==> src/rtl/dp_ram_be_clr.sv <==
// -----------------------------------------------------------------------------
// dp_ram_be_clr
//   Simple dual-port synchronous RAM (one write port, one read port, one clock)
//   with per-lane byte enables, a read enable with a valid flag, a selectable
//   read latency of 1 or 2 cycles, a defined same-address read-during-write
//   result, and a clear engine. The clear engine writes init_val to every word
//   after reset and whenever a clear is requested.
//
// Ports
//   clk        clock; all state changes on the rising edge
//   rst_n      asynchronous active-low reset
//   clear      single-cycle request to restart the clear sweep (honoured in IDLE)
//   busy       high while the clear sweep runs; user accesses are ignored then
//   wraddress  write address
//   wren       write enable
//   byteen     lane mask; lane i covers data[i*lane_w +: lane_w]
//   data       write data
//   rdaddress  read address
//   rden       read enable
//   q          read data; holds its last value when no read completes
//   q_valid    high in the cycle q carries a completed read
// -----------------------------------------------------------------------------
module dp_ram_be_clr #(
    parameter int               width      = 32,
    parameter int               widthad    = 6,
    parameter int               lane_w     = 8,
    parameter int               rd_latency = 1,
    parameter int               rdw_new    = 0,
    parameter logic [width-1:0] init_val   = '0
) (
    input  logic                      clk,
    input  logic                      rst_n,
    input  logic                      clear,
    output logic                      busy,
    input  logic [widthad-1:0]        wraddress,
    input  logic                      wren,
    input  logic [width/lane_w-1:0]   byteen,
    input  logic [width-1:0]          data,
    input  logic [widthad-1:0]        rdaddress,
    input  logic                      rden,
    output logic [width-1:0]          q,
    output logic                      q_valid
);

    localparam int depth  = 2 ** widthad;
    localparam int nlanes = width / lane_w;
    localparam logic [widthad-1:0] last_addr = '1;

    generate
        if ((width % lane_w) != 0) begin : g_bad_width
            $error("dp_ram_be_clr: width must be a multiple of lane_w");
        end
        if ((rd_latency != 1) && (rd_latency != 2)) begin : g_bad_latency
            $error("dp_ram_be_clr: rd_latency must be 1 or 2");
        end
    endgenerate

    typedef enum logic {
        S_CLEAR = 1'b0,
        S_IDLE  = 1'b1
    } state_t;

    state_t              state_q, state_d;
    logic [widthad-1:0]  ptr_q, ptr_d;

    // Shared write-port controls: the sweep owns the port while in CLEAR.
    logic [nlanes-1:0]   wr_lane_en;
    logic [widthad-1:0]  wr_addr;
    logic [width-1:0]    wr_word;
    logic                rd_fire;
    logic [width-1:0]    rd_word;

    // Read stage 1 (registered read)
    logic                rd_v1_q, rd_v1_d;
    logic [width-1:0]    rd_d1_q, rd_d1_d;

    // ---------------------------------------------------------------- FSM
    always_comb begin
        state_d = state_q;
        ptr_d   = ptr_q;
        case (state_q)
            S_CLEAR: begin
                // Pointer saturates on the last word; no second pass.
                if (ptr_q == last_addr) begin
                    state_d = S_IDLE;
                end else begin
                    ptr_d = ptr_q + 1'b1;
                end
            end
            S_IDLE: begin
                if (clear) begin
                    state_d = S_CLEAR;
                    ptr_d   = '0;
                end
            end
            default: begin
                state_d = S_CLEAR;
                ptr_d   = '0;
            end
        endcase
    end

    always_comb begin
        wr_lane_en = '0;
        wr_addr    = wraddress;
        wr_word    = data;
        rd_fire    = 1'b0;
        if (state_q == S_CLEAR) begin
            wr_lane_en = '1;
            wr_addr    = ptr_q;
            wr_word    = init_val;
        end else begin
            // A clear request in this cycle still lets this access through.
            wr_lane_en = wren ? byteen : '0;
            rd_fire    = rden;
        end
    end

    // --------------------------------------------------------- lane memories
    // One array per lane so each lane write is an independent enable.
    generate
        for (genvar gi = 0; gi < nlanes; gi++) begin : g_lane
            logic [lane_w-1:0] mem [depth];
            logic              rdw_hit;

            always_ff @(posedge clk) begin
                if (wr_lane_en[gi]) begin
                    mem[wr_addr] <= wr_word[gi*lane_w +: lane_w];
                end
            end

            // New-data mode forwards the incoming lane on a same-address
            // collision; unenabled lanes naturally fall back to the old word.
            assign rdw_hit = (rdw_new != 0) && wr_lane_en[gi] && (wr_addr == rdaddress);
            assign rd_word[gi*lane_w +: lane_w] =
                rdw_hit ? wr_word[gi*lane_w +: lane_w] : mem[rdaddress];
        end
    endgenerate

    // ------------------------------------------------------------ read path
    always_comb begin
        rd_v1_d = rd_fire;
        rd_d1_d = rd_fire ? rd_word : rd_d1_q;
    end

    always_ff @(posedge clk or negedge rst_n) begin
        if (!rst_n) begin
            state_q <= S_CLEAR;
            ptr_q   <= '0;
            rd_v1_q <= 1'b0;
            rd_d1_q <= '0;
        end else begin
            state_q <= state_d;
            ptr_q   <= ptr_d;
            rd_v1_q <= rd_v1_d;
            rd_d1_q <= rd_d1_d;
        end
    end

    assign busy = (state_q == S_CLEAR);

    generate
        if (rd_latency == 2) begin : g_lat2
            logic             rd_v2_q, rd_v2_d;
            logic [width-1:0] rd_d2_q, rd_d2_d;

            always_comb begin
                rd_v2_d = rd_v1_q;
                rd_d2_d = rd_v1_q ? rd_d1_q : rd_d2_q;
            end

            always_ff @(posedge clk or negedge rst_n) begin
                if (!rst_n) begin
                    rd_v2_q <= 1'b0;
                    rd_d2_q <= '0;
                end else begin
                    rd_v2_q <= rd_v2_d;
                    rd_d2_q <= rd_d2_d;
                end
            end

            assign q       = rd_d2_q;
            assign q_valid = rd_v2_q;
        end else begin : g_lat1
            assign q       = rd_d1_q;
            assign q_valid = rd_v1_q;
        end
    endgenerate

endmodule

==> config.mk <==
export PLATFORM = sky130hd
export DESIGN_NAME = dp_ram_be_clr
export DESIGN_NICKNAME = d
export VERILOG_FILES = /design/src/rtl/dp_ram_be_clr.sv
export SDC_FILE = /design/constraint.sdc
export NUM_CORES = 2
export LEC_CHECK = 0
export CAP_MARGIN = 20
export CORE_ASPECT_RATIO = 1.2
export CORE_MARGIN = 4
export CORE_UTILIZATION = 42
export CTS_BUF_LIST = sky130_fd_sc_hd__clkbuf_8
export CTS_CLUSTER_DIAMETER = 40
export DETAILED_ROUTE_END_ITERATION = 8
export PLACE_DENSITY = 0.67
export SLEW_MARGIN = 0
export SYNTH_ARGS = -nofsm -noshare
export SYNTH_HDL_FRONTEND = slang
export SYNTH_SLANG_ARGS = --single-unit
==> constraint.sdc <==
create_clock -name clk -period 5.28 [get_ports clk]
set_input_delay 1.056 -clock clk [delete_from_list [all_inputs] [get_ports clk]]
set_output_delay 1.056 -clock clk [all_outputs]
set_load 0.05 [all_outputs]
==> results.cfg <==
[pwr]
p_comb_frac = 0.139
power_switching_mw = 10.51
p_total_mw = 38.93
power_frac_clock = 0.340
vdd_drop_max_mv = 0.3068
power_density_mw_per_mm2 = 423.4
p_leak_nw = 30.55
intPower_mw = 28.41
swShare = 0.2701
seq_power_share = 0.521

[floorplan]
core-area_mm2 = 0.1903
io_pins = 87
row_count = 175
die_w_um = 408.1
die_area_mm2 = 0.1992
die_h_um = 488.1
initial_core_util = 0.4240

[logic_synthesis]
synth_edf_count = 2048
synthDistinctLibCells = 40
synth-seq-cells = 2088
netlist_instances = 3962
synth_flop_cell = edfxtp_1
ys_warn_count = 0
async_flop_share = 0.01916
syn_area_per_cell_um2 = 20.36
syn_nets = 4016
netlist_area_mm2 = 0.08067
ys_seq_area_frac = 0.7748

[global_routing]
first_global_vias = 41610
antenna_found_initial = 11
grt_pass1_wl_um = 291000
overflow = 0
grt_max_degree = 86
grt_usage = 0.2013

[clock_tree]
cts_buffer_depth = 4
path_clk_slew_ps = 60
numClockSinks = 2088
cts_resized = 0
post_cts_buffers = 0
cts_tree = done
cts_root_buf = clkbuf_8
numCtsBuffers = 329
insertion_delay_ps = 1030
cts-hold-fix-buffers = 0
h-tree-depth = 5

[final_layout]
nFillCells = 15270
drive_gt1_frac = 0.2402
area_growth_pct = 13.97
final_net_count = 4451
final_cell_area_mm2 = 0.09194

[run]
maxCapViolations = 0

[placed_design]
gp_congestion = 0.8429
hpwlAfterDp_um = 128100
io_buffers = 86
placed_area_mm2 = 0.08564

[critical_path]
worstPathRequired_ps = 4220
cp_max_fo = 33
crit_path_start_kind = register
r2r_slack_ps = 1460
critPathArrivalTime_ps = 3260
r2r_end = g_lane[3].mem[8][5]
critPathKind = register to primary output
cp-end-kind = primary output
critPathLaunch = state_q
r2r_cells = 6
r2r_start = state_q
cp-endpoint = busy

[drt]
wl_per_cell_um = 28.46
drt_first_pass_iters = 5
wl_um = 202700
vias = 40930
ant_nets = 0
vias_per_cell = 5.748
drt_iter0_drc = 4465
drc = 0

[outcome]
status = finished clean

[sta]
post-route-period-util = 0.8175
slew_viol_final = 0
clock.fmax_ghz = 0.2317
rsz0062_at_grt = false
hold_slack_ps = 280.5
hold_viol = 0
slew_headroom = 0.2218
period_minus_slack_ps = 4316
tns_ps = 0
setup_violations = 0
tightest_slew_ps = 1167
clock-skew-final_ps = 69.83

[hold_path]
hold_class = input port to asynchronous set/reset pin
## critical path, stage by stage (launching register included)
cell and delay [ps]:
dfrtp_2 840, buf_4 400, inv_1 220, clkdlybuf4s50_1 760
## cells in the final DEF (no fill, tap or decap), types with 33 or more instances in the layout
master,count
a211oi_1,62
a21oi_1,36
a22oi_1,160
and2_2,33
buf_4,235
clkbuf_8,349
clkdlybuf4s50_1,82
clkinv_1,41
clkinv_2,33
dfrtp_1,39
edfxtp_1,2048
inv_1,117
mux2i_1,293
mux4_2,384
nand2_1,96
nand3_1,66
nor2_1,275
o22ai_1,64
## cells by family (layout without fill, tap and decap cells)
kind of cell,after synthesis,in the layout,share of synthesized area
XOR/XNOR,3,3,0.0003258
flip-flops,2088,2088,0.7748
multiplexers,685,685,0.1447
buffers and inverters,235,907,0.01456
AO/OA/AOI/OAI,360,360,0.03242
AND/OR/NAND/NOR,590,590,0.03308
adder cells (fa/ha/maj),1,1,0.0001551
other,0,8,0
## area by class of cell
class / count / area, µm² / area share
repair buffers: 335 / 2922 / 0.03178
clock inverters: 220 / 1491 / 0.01622
diodes: 8 / 20.02 / 0.0002177
clock buffers: 348 / 4790 / 0.05210
multi-input cells: 1639 / 17100 / 0.1860
flip-flops and latches: 2088 / 62500 / 0.6798
well taps: 2478 / 3100 / 0.03372
inverters: 4 / 15.01 / 0.0001633
## Yosys cell counts, types with 8 or more instances
master / n / area [µm²]
edfxtp_1: 2048 / 61500
mux4_2: 384 / 8648
mux2i_1: 293 / 2933
nor2_1: 277 / 1040
a22oi_1: 160 / 1201
nand2_1: 104 / 390.4
clkbuf_1: 89 / 334.1
buf_2: 84 / 420.4
nand3_1: 66 / 330.3
o22ai_1: 64 / 400.4
a211oi_1: 62 / 465.5
dfrtp_1: 40 / 1001
a21oi_1: 36 / 180.2
nor2b_1: 35 / 219.0
and2_1: 33 / 206.5
a221o_1: 32 / 320.3
nand4_1: 32 / 200.2
or3_1: 32 / 200.2
buf_1: 24 / 90.09
buf_4: 18 / 135.1
buf_6: 16 / 180.2
mux2_2: 8 / 90.09
## worst min path at each step
stage | cells after the start | end | from | slack (ps)
after floorplan | 2 | ptr_q[2] | ptr_q[2] | 530
final | 2 | q[12] | rst_n | 280
after CTS | 2 | q[15] | rst_n | 180
after global placement | 1 | q[28] | q[28] | 620
after global routing | 2 | q[31] | rst_n | 260
after detailed placement | 1 | q[29] | q[29] | 610
## state kept, by name, summed over array words and instances, names as in the netlist
| register | cells |
|---|---|
| ptr_q | 6 |
| state_q | 1 |
| q | 32 |
| q_valid | 1 |
| g_lane.mem | 2048 |
## power groups by stage
stage / combinational (mW) / clock, mW / sequential (mW)
floorplan: 2.48 / 0 / 20.7
detailed placement: 5.41 / 0 / 20.6
global route: 5.66 / 14.3 / 20.4
finish: 5.43 / 13.2 / 20.3
CTS: 5.43 / 13.4 / 20.3
global placement: 5.33 / 0 / 20.6
## per-stage QoR
stage	setup slack (ps)	util	instances
6_report	963.6	0.4832	7120
5_1_grt	788.7	0.4831	7113
4_1_cts	889.5	0.4831	7112
3_5_place_dp	883.1	0.4501	6544
3_3_place_gp	927.6	0.4498	6542
2_1_floorplan	2288	-	3962
## metal layers
layer / GRT usage / vias up / wire length (µm)
met5: 0 / - / 12
met4: 0.07248 / 2 / 7221
met3: 0.04987 / 387 / 18200
met2: 0.3286 / 2059 / 99180
met1: 0.2641 / 21220 / 78050
li1: - / 17260 / -
No activity file was read; power rests on OpenSTA's default activity.
